<file path="src/rtl/rv32_execute_md.sv">
// RV32/RV64 M-extension execute unit: forwarded operands, a multi-cycle multiply,
// a radix-2 restoring divider, and a one-cycle DONE result slot.
module rv32_execute_md #(
  parameter int XLEN        = 32,
  parameter int MUL_LATENCY = 2,
  parameter int FORWARD_EN  = 1
) (
  input  logic            clk,
  input  logic            reset_n,
  input  logic            valid_in,
  input  logic            flush_in,
  input  logic [2:0]      md_op_in,
  input  logic [4:0]      rs1_in,
  input  logic [4:0]      rs2_in,
  input  logic [4:0]      rd_in,
  input  logic [XLEN-1:0] rs1_value_in,
  input  logic [XLEN-1:0] rs2_value_in,
  input  logic [4:0]      ex_rd_in,
  input  logic            ex_rd_writeback_in,
  input  logic [XLEN-1:0] ex_rd_value_in,
  input  logic [4:0]      wb_rd_in,
  input  logic            wb_rd_writeback_in,
  input  logic [XLEN-1:0] wb_rd_value_in,
  output logic            stall_out,
  output logic            valid_out,
  output logic [4:0]      rd_out,
  output logic            rd_writeback_out,
  output logic [XLEN-1:0] result_out
);

  localparam int CW = $clog2(XLEN);
  localparam logic [CW-1:0]   MUL_LAST = CW'(MUL_LATENCY - 1);
  localparam logic [CW-1:0]   DIV_LAST = CW'(XLEN - 1);
  localparam logic [XLEN-1:0] MOST_NEG = {1'b1, {(XLEN-1){1'b0}}};

  typedef enum logic [1:0] {
    S_IDLE,
    S_MUL,
    S_DIV,
    S_DONE
  } state_e;

  state_e            state_q,    state_d;
  logic [1:0]        op_q,       op_d;
  logic [4:0]        rd_q,       rd_d;
  logic [XLEN-1:0]   opa_q,      opa_d;
  logic [XLEN-1:0]   opb_q,      opb_d;
  logic [XLEN-1:0]   rem_q,      rem_d;
  logic [CW-1:0]     cnt_q,      cnt_d;
  logic              neg_quo_q,  neg_quo_d;
  logic              neg_rem_q,  neg_rem_d;
  logic [XLEN-1:0]   result_q,   result_d;
  logic [4:0]        rd_out_q,   rd_out_d;

  // EX result wins over WB result; x0 is never forwarded.
  function automatic logic [XLEN-1:0] forward_operand(
    input logic [4:0]      idx,
    input logic [XLEN-1:0] rf_value,
    input logic [4:0]      ex_rd,
    input logic            ex_wb,
    input logic [XLEN-1:0] ex_value,
    input logic [4:0]      wb_rd,
    input logic            wb_wb,
    input logic [XLEN-1:0] wb_value
  );
    logic [XLEN-1:0] v;
    v = rf_value;
    if (FORWARD_EN != 0 && idx != 5'd0) begin
      if (ex_wb && ex_rd == idx)      v = ex_value;
      else if (wb_wb && wb_rd == idx) v = wb_value;
    end
    return v;
  endfunction

  logic [XLEN-1:0] a_fwd, b_fwd, a_mag, b_mag, special_res;
  logic            div_signed_in, a_neg, b_neg, div_zero, div_ovf;

  always_comb begin
    a_fwd = forward_operand(rs1_in, rs1_value_in, ex_rd_in, ex_rd_writeback_in,
                            ex_rd_value_in, wb_rd_in, wb_rd_writeback_in, wb_rd_value_in);
    b_fwd = forward_operand(rs2_in, rs2_value_in, ex_rd_in, ex_rd_writeback_in,
                            ex_rd_value_in, wb_rd_in, wb_rd_writeback_in, wb_rd_value_in);
    div_signed_in = ~md_op_in[0];
    a_neg         = div_signed_in & a_fwd[XLEN-1];
    b_neg         = div_signed_in & b_fwd[XLEN-1];
    a_mag         = a_neg ? -a_fwd : a_fwd;
    b_mag         = b_neg ? -b_fwd : b_fwd;
    div_zero      = (b_fwd == '0);
    div_ovf       = div_signed_in & (a_fwd == MOST_NEG) & (b_fwd == '1);
    // bit 1 of the op selects remainder over quotient
    if (div_zero) special_res = md_op_in[1] ? a_fwd : '1;
    else          special_res = md_op_in[1] ? '0    : a_fwd;
  end

  // Operands are zero/sign-extended to 2*XLEN so a plain truncating multiply
  // yields the exact double-width product for every signedness mix.
  logic              mul_a_sgn, mul_b_sgn;
  logic [2*XLEN-1:0] mul_a_ext, mul_b_ext, mul_prod;
  logic [XLEN-1:0]   mul_res;

  always_comb begin
    mul_a_sgn = (op_q != 2'b11);
    mul_b_sgn = ~op_q[1];
    mul_a_ext = {{XLEN{mul_a_sgn & opa_q[XLEN-1]}}, opa_q};
    mul_b_ext = {{XLEN{mul_b_sgn & opb_q[XLEN-1]}}, opb_q};
    mul_prod  = mul_a_ext * mul_b_ext;
    mul_res   = (op_q == 2'b00) ? mul_prod[XLEN-1:0] : mul_prod[2*XLEN-1:XLEN];
  end

  // One restoring step: opa_q shifts the dividend out and the quotient in.
  logic [XLEN:0]   div_shift, div_diff;
  logic            div_fits;
  logic [XLEN-1:0] quo_nx, rem_nx, quo_fix, rem_fix, div_res;

  always_comb begin
    div_shift = {rem_q, opa_q[XLEN-1]};
    div_diff  = div_shift - {1'b0, opb_q};
    div_fits  = ~div_diff[XLEN];
    rem_nx    = div_fits ? div_diff[XLEN-1:0] : div_shift[XLEN-1:0];
    quo_nx    = {opa_q[XLEN-2:0], div_fits};
    quo_fix   = neg_quo_q ? -quo_nx : quo_nx;
    rem_fix   = neg_rem_q ? -rem_nx : rem_nx;
    div_res   = op_q[1] ? rem_fix : quo_fix;
  end

  always_comb begin
    // NOTE: every *_d starts at its held value so no path through the case
    // leaves a signal unassigned, which would otherwise infer a latch.
    state_d   = state_q;
    op_d      = op_q;
    rd_d      = rd_q;
    opa_d     = opa_q;
    opb_d     = opb_q;
    rem_d     = rem_q;
    cnt_d     = cnt_q;
    neg_quo_d = neg_quo_q;
    neg_rem_d = neg_rem_q;
    result_d  = result_q;
    rd_out_d  = rd_out_q;

    if (flush_in) begin
      state_d = S_IDLE;
    end else begin
      unique case (state_q)
        S_IDLE: begin
          if (valid_in) begin
            op_d  = md_op_in[1:0];
            rd_d  = rd_in;
            cnt_d = '0;
            if (!md_op_in[2]) begin
              opa_d   = a_fwd;
              opb_d   = b_fwd;
              state_d = S_MUL;
            end else if (div_zero || div_ovf) begin
              result_d = special_res;
              rd_out_d = rd_in;
              state_d  = S_DONE;
            end else begin
              opa_d     = a_mag;
              opb_d     = b_mag;
              rem_d     = '0;
              neg_quo_d = a_neg ^ b_neg;
              neg_rem_d = a_neg;
              state_d   = S_DIV;
            end
          end
        end
        S_MUL: begin
          cnt_d = cnt_q + CW'(1);
          if (cnt_q == MUL_LAST) begin
            result_d = mul_res;
            rd_out_d = rd_q;
            state_d  = S_DONE;
          end
        end
        S_DIV: begin
          opa_d = quo_nx;
          rem_d = rem_nx;
          cnt_d = cnt_q + CW'(1);
          if (cnt_q == DIV_LAST) begin
            result_d = div_res;
            rd_out_d = rd_q;
            state_d  = S_DONE;
          end
        end
        S_DONE: state_d = S_IDLE;
        default: state_d = S_IDLE;
      endcase
    end
  end

  // NOTE: state registers use non-blocking assignment so every flop samples
  // the pre-edge values regardless of block evaluation order.
  always_ff @(posedge clk or negedge reset_n) begin
    if (!reset_n) begin
      state_q   <= S_IDLE;
      op_q      <= '0;
      rd_q      <= '0;
      opa_q     <= '0;
      opb_q     <= '0;
      rem_q     <= '0;
      cnt_q     <= '0;
      neg_quo_q <= 1'b0;
      neg_rem_q <= 1'b0;
      result_q  <= '0;
      rd_out_q  <= '0;
    end else begin
      state_q   <= state_d;
      op_q      <= op_d;
      rd_q      <= rd_d;
      opa_q     <= opa_d;
      opb_q     <= opb_d;
      rem_q     <= rem_d;
      cnt_q     <= cnt_d;
      neg_quo_q <= neg_quo_d;
      neg_rem_q <= neg_rem_d;
      result_q  <= result_d;
      rd_out_q  <= rd_out_d;
    end
  end

  // Stall is gated by reset so an upstream valid cannot stall a block in reset.
  assign stall_out        = reset_n & ((state_q == S_MUL) | (state_q == S_DIV) |
                                       ((state_q == S_IDLE) & valid_in));
  assign valid_out        = (state_q == S_DONE) & ~flush_in;
  assign rd_writeback_out = valid_out & (rd_out_q != 5'd0);
  assign result_out       = result_q;
  assign rd_out           = rd_out_q;

endmodule

</file>
<file path="config.mk">
export PLATFORM = sky130hd
export DESIGN_NAME = rv32_execute_md
export DESIGN_NICKNAME = d
export VERILOG_FILES = /design/src/rtl/rv32_execute_md.sv
export SDC_FILE = /design/constraint.sdc
export NUM_CORES = 2
export LEC_CHECK = 0
export ABC_AREA = 1
export CAP_MARGIN = 20
export CORE_UTILIZATION = 62
export DETAILED_ROUTE_END_ITERATION = 12
export HOLD_SLACK_MARGIN = 0.08
export PLACE_DENSITY = 0.84
export REMOVE_ABC_BUFFERS = 1
export SYNTH_ARGS = -nofsm -noshare
export SYNTH_HDL_FRONTEND = slang
export SYNTH_SLANG_ARGS = --single-unit
</file>
<file path="constraint.sdc">
create_clock -name clk -period 10.4 [get_ports clk]
set_input_delay 1.04 -clock clk [delete_from_list [all_inputs] [get_ports clk]]
set_output_delay 1.04 -clock clk [all_outputs]
set_load 0.005 [all_outputs]
</file>
==> flow_results.org <==
** Yosys
- Cell types occupying the most area after synthesis :: fa_1, nand2_1, inv_1, dfrtp_1, ha_1
- Of the post-synthesis cell area, the dominant cell type holds 0.4037.
- The commonest cells after synthesis are nand2_1, inv_1, fa_1.
- Post-Syn Instances :: 7845
- For this run, asynchronously set or reset flops after synthesis account for 1.000.
- EDFF count, synth :: 0
- Synthesis warning total :: 0
- Leading cell type by number of instances after synthesis :: nand2_1
- The netlist uses 61 different library cells.
- Sequential area share after synthesis :: 0.06678
- Number of synthesized register bits :: 149
- The average instance in the mapped netlist occupies 7.117 um2.
- Cell type contributing the most total cell area after synthesis :: fa_1
- The mapped netlist covers 55830 um2.
- The most used flip-flop cell after synthesis is dfrtp_1.

** Route
- Post-DR vias/cell :: 5.825
- Summing over every cut layer, the via total after detailed routing is 52267.
- In the final routed layout, each cell accounts on average for 21.89 um.
- Wire length after detailed routing :: 196400 um
- DR iter-0 viols :: 6394
- After detailed routing, the number of remaining DRC violations is 1.
- Final antenna-violating net count :: 0
- Before antenna repair, the detailed router went through 11 iterations.

** Floorplanning
- Total Die Area :: 91260 um2
- The initial utilization of the core area, before any placement, comes to 0.6289.
- Chip width :: 302.1 um
- Core Region :: 88780 um2
- The floorplan step set the die height to 302.1 um.
- Number of rows created at floorplan :: 109
- Count of boundary I/O pins :: 202

** STA
- Max transition margin :: 0.1900
- At the pin with the least slew margin, the transition time is 1.215 ns.
- Setup TNS :: 0 ns
- Final period util :: 0.9504
- Post-Route Skew :: 0.01884 ns
- Max-slew violation total from the final report :: 0
- Setup slack closes at 0.5161 ns.
- Fmax achieved :: 101.2 MHz
- Setup repair after global routing left no endpoint under its margin.
- Counting I/O delays and the setup requirement, the final critical path takes 9.884 ns.
- Across all hold checks on the routed design, the worst slack comes to 0.4888 ns.
- Setup violations remaining at the end of the flow were counted as 0.
- Final count of hold timing violations :: 0

** Worst hold path
- Type of the worst min-delay path :: reg2reg

** Clock tree
- The clock tree synthesis step divided the H-tree into 4 levels.
- Post CTS Setup Buffer Count :: 0
- TritonCTS clock tree :: built
- The tree is rooted in a clkbuf_16.
- Clock-pin transition on the worst setup and hold timing paths :: 0.08 ns
- Post-CTS Hold Fix Bufs :: 0
- The clock reaches the later pin of the worst-skew pair after 0.50 ns.
- Maximum number of buffers from clock root to sink :: 2
- Number of CTS-inserted buffers :: 17
- Counting every sink on the clock net gives 149.
- PostCTS Resize Cnt :: 0

** Status
- The run finished, with violations left.
- The final reports fail on DRC.

** Critical path
- The worst setup path is launched from a flip-flop.
- Critical path peak fanout :: 18
- Critical Setup Path Class :: reg2reg
- Endpoint class of the critical path :: flip-flop
- Critical path's largest stage delay :: 0.84 ns
- The slowest stage of the critical path belongs to the cell fa_1.
- CP arrival :: 10.28 ns
- Most common cell on crit path :: nand2_1
- Critical path data required time :: 10.80 ns

** Global route
- Maximum number of pins on one net before global-route repair :: 79
- First-pass GRT wire length :: 305100 um
- Across every metal layer, demand over resource in global routing totals 0.4482.
- The number of global-route vias before repair is 54005.
- The total overflow left after global routing is 0.
- Antenna violations before repair :: 3

** Place
- At the placement stage, the worst setup path has a slack of 0.6606 ns.
- At the end of routability-driven placement, the weighted congestion stood at 1.097.
- Post-detailed-placement half-perimeter wirelength :: 156400 um
- Count of input and output buffers :: 201

** Finish
- Post-layout net count :: 9340
- Relative to the synthesized area, the layout overhead comes to 6.326%.
- Of the cells placed in the final design, the portion with a size suffix greater than 1 is 0.03087.

** Run
- Max-capacitance violation count :: 0
registers in the layout (all words and copies together) (netlist names):
register and flops:
opb_q 32, rd_q 5, result_out 32, rd_out 5, neg_quo_q 1, rem_q 32
op_q 2, opa_q 32, cnt_q 5, state_q 2, neg_rem_q 1
layout by cell type (no fill, tap or decap), types with 19 or more instances in the layout:
cell / netlist / final
nor3_1: 37 / 37
o21ai_0: 243 / 242
a31oi_1: 34 / 34
dfrtp_1: 149 / 147
clkdlybuf4s50_1: 0 / 199
xnor2_1: 39 / 39
nand4_1: 47 / 47
nand3_1: 365 / 365
fa_1: 1126 / 1126
or2_2: 19 / 19
buf_4: 19 / 113
nand2_1: 2258 / 2258
a21oi_1: 210 / 209
o21ai_1: 61 / 62
inv_1: 1925 / 1925
xor2_1: 58 / 58
nor2_1: 451 / 450
ha_1: 257 / 256
metrics by stage:
step,cell area (um2),util,cells
after CTS,59310,0.6680,8968
after detailed placement,58720,0.6614,8937
after floorplan,54220,-,7451
final,59360,0.6686,8973
after global routing,59360,0.6686,8973
after global placement,58640,0.6604,8934
final timing paths:
check	startpoint	end	slack [ns]	cells after the start
worst max register to register	op_q[0]	result_out[29]	0.52	35
worst min-delay path	opa_q[15]	opa_q[15]	0.49	2
max in group asynchronous	reset_n	rem_q[2]	8.40	3
min in group asynchronous	reset_n	rd_q[0]	0.59	1
worst min register to register	opa_q[15]	opa_q[15]	0.49	2
worst max-delay path	op_q[0]	result_out[29]	0.52	35
cell type report:
type	instances	area, um2
Inverter	1939	7278
Antenna cell	1	2.502
Fill cell	7742	29420
Clock buffer	19	442.9
Tap cell	1165	1458
Multi-Input combinational cell	5363	43220
Timing Repair Buffer	325	3087
Clock inverter	12	145.1
Sequential cell	149	3731
kinds of logic after synthesis:
| kind of cell | after synthesis | share of synthesized area |
|---|---|---|
| AO/OA/AOI/OAI | 640 | 0.06311 |
| XOR/XNOR | 97 | 0.01522 |
| adder cells (fa/ha/maj) | 1383 | 0.4613 |
| buffers and inverters | 2333 | 0.1593 |
| flip-flops | 149 | 0.06678 |
| multiplexers | 3 | 0.0005379 |
| AND/OR/NAND/NOR | 3240 | 0.2338 |
critical path, delay by kind of cell (launching register included):
| family | cells | cell delay (ns) |
|---|---|---|
| compound gates | 2 | 0.41 |
| fa+ha+maj | 9 | 5.26 |
| buf+inv | 7 | 1.07 |
| flops | 1 | 0.41 |
| simple gates | 17 | 2.59 |
per-layer routing:
metal  track usage  vias up  routed length, um
met3        0.1327     1012              24300
met1        0.5297    25003              66680
met4        0.3608        4              19790
met5             0        -                 20
met2        0.6824     3498              85620
li1              -    22750                  -
Power is left out: the tool's default activity adds up to more than one toggle a clock period on the data nets, which glitch-free logic cannot reach.
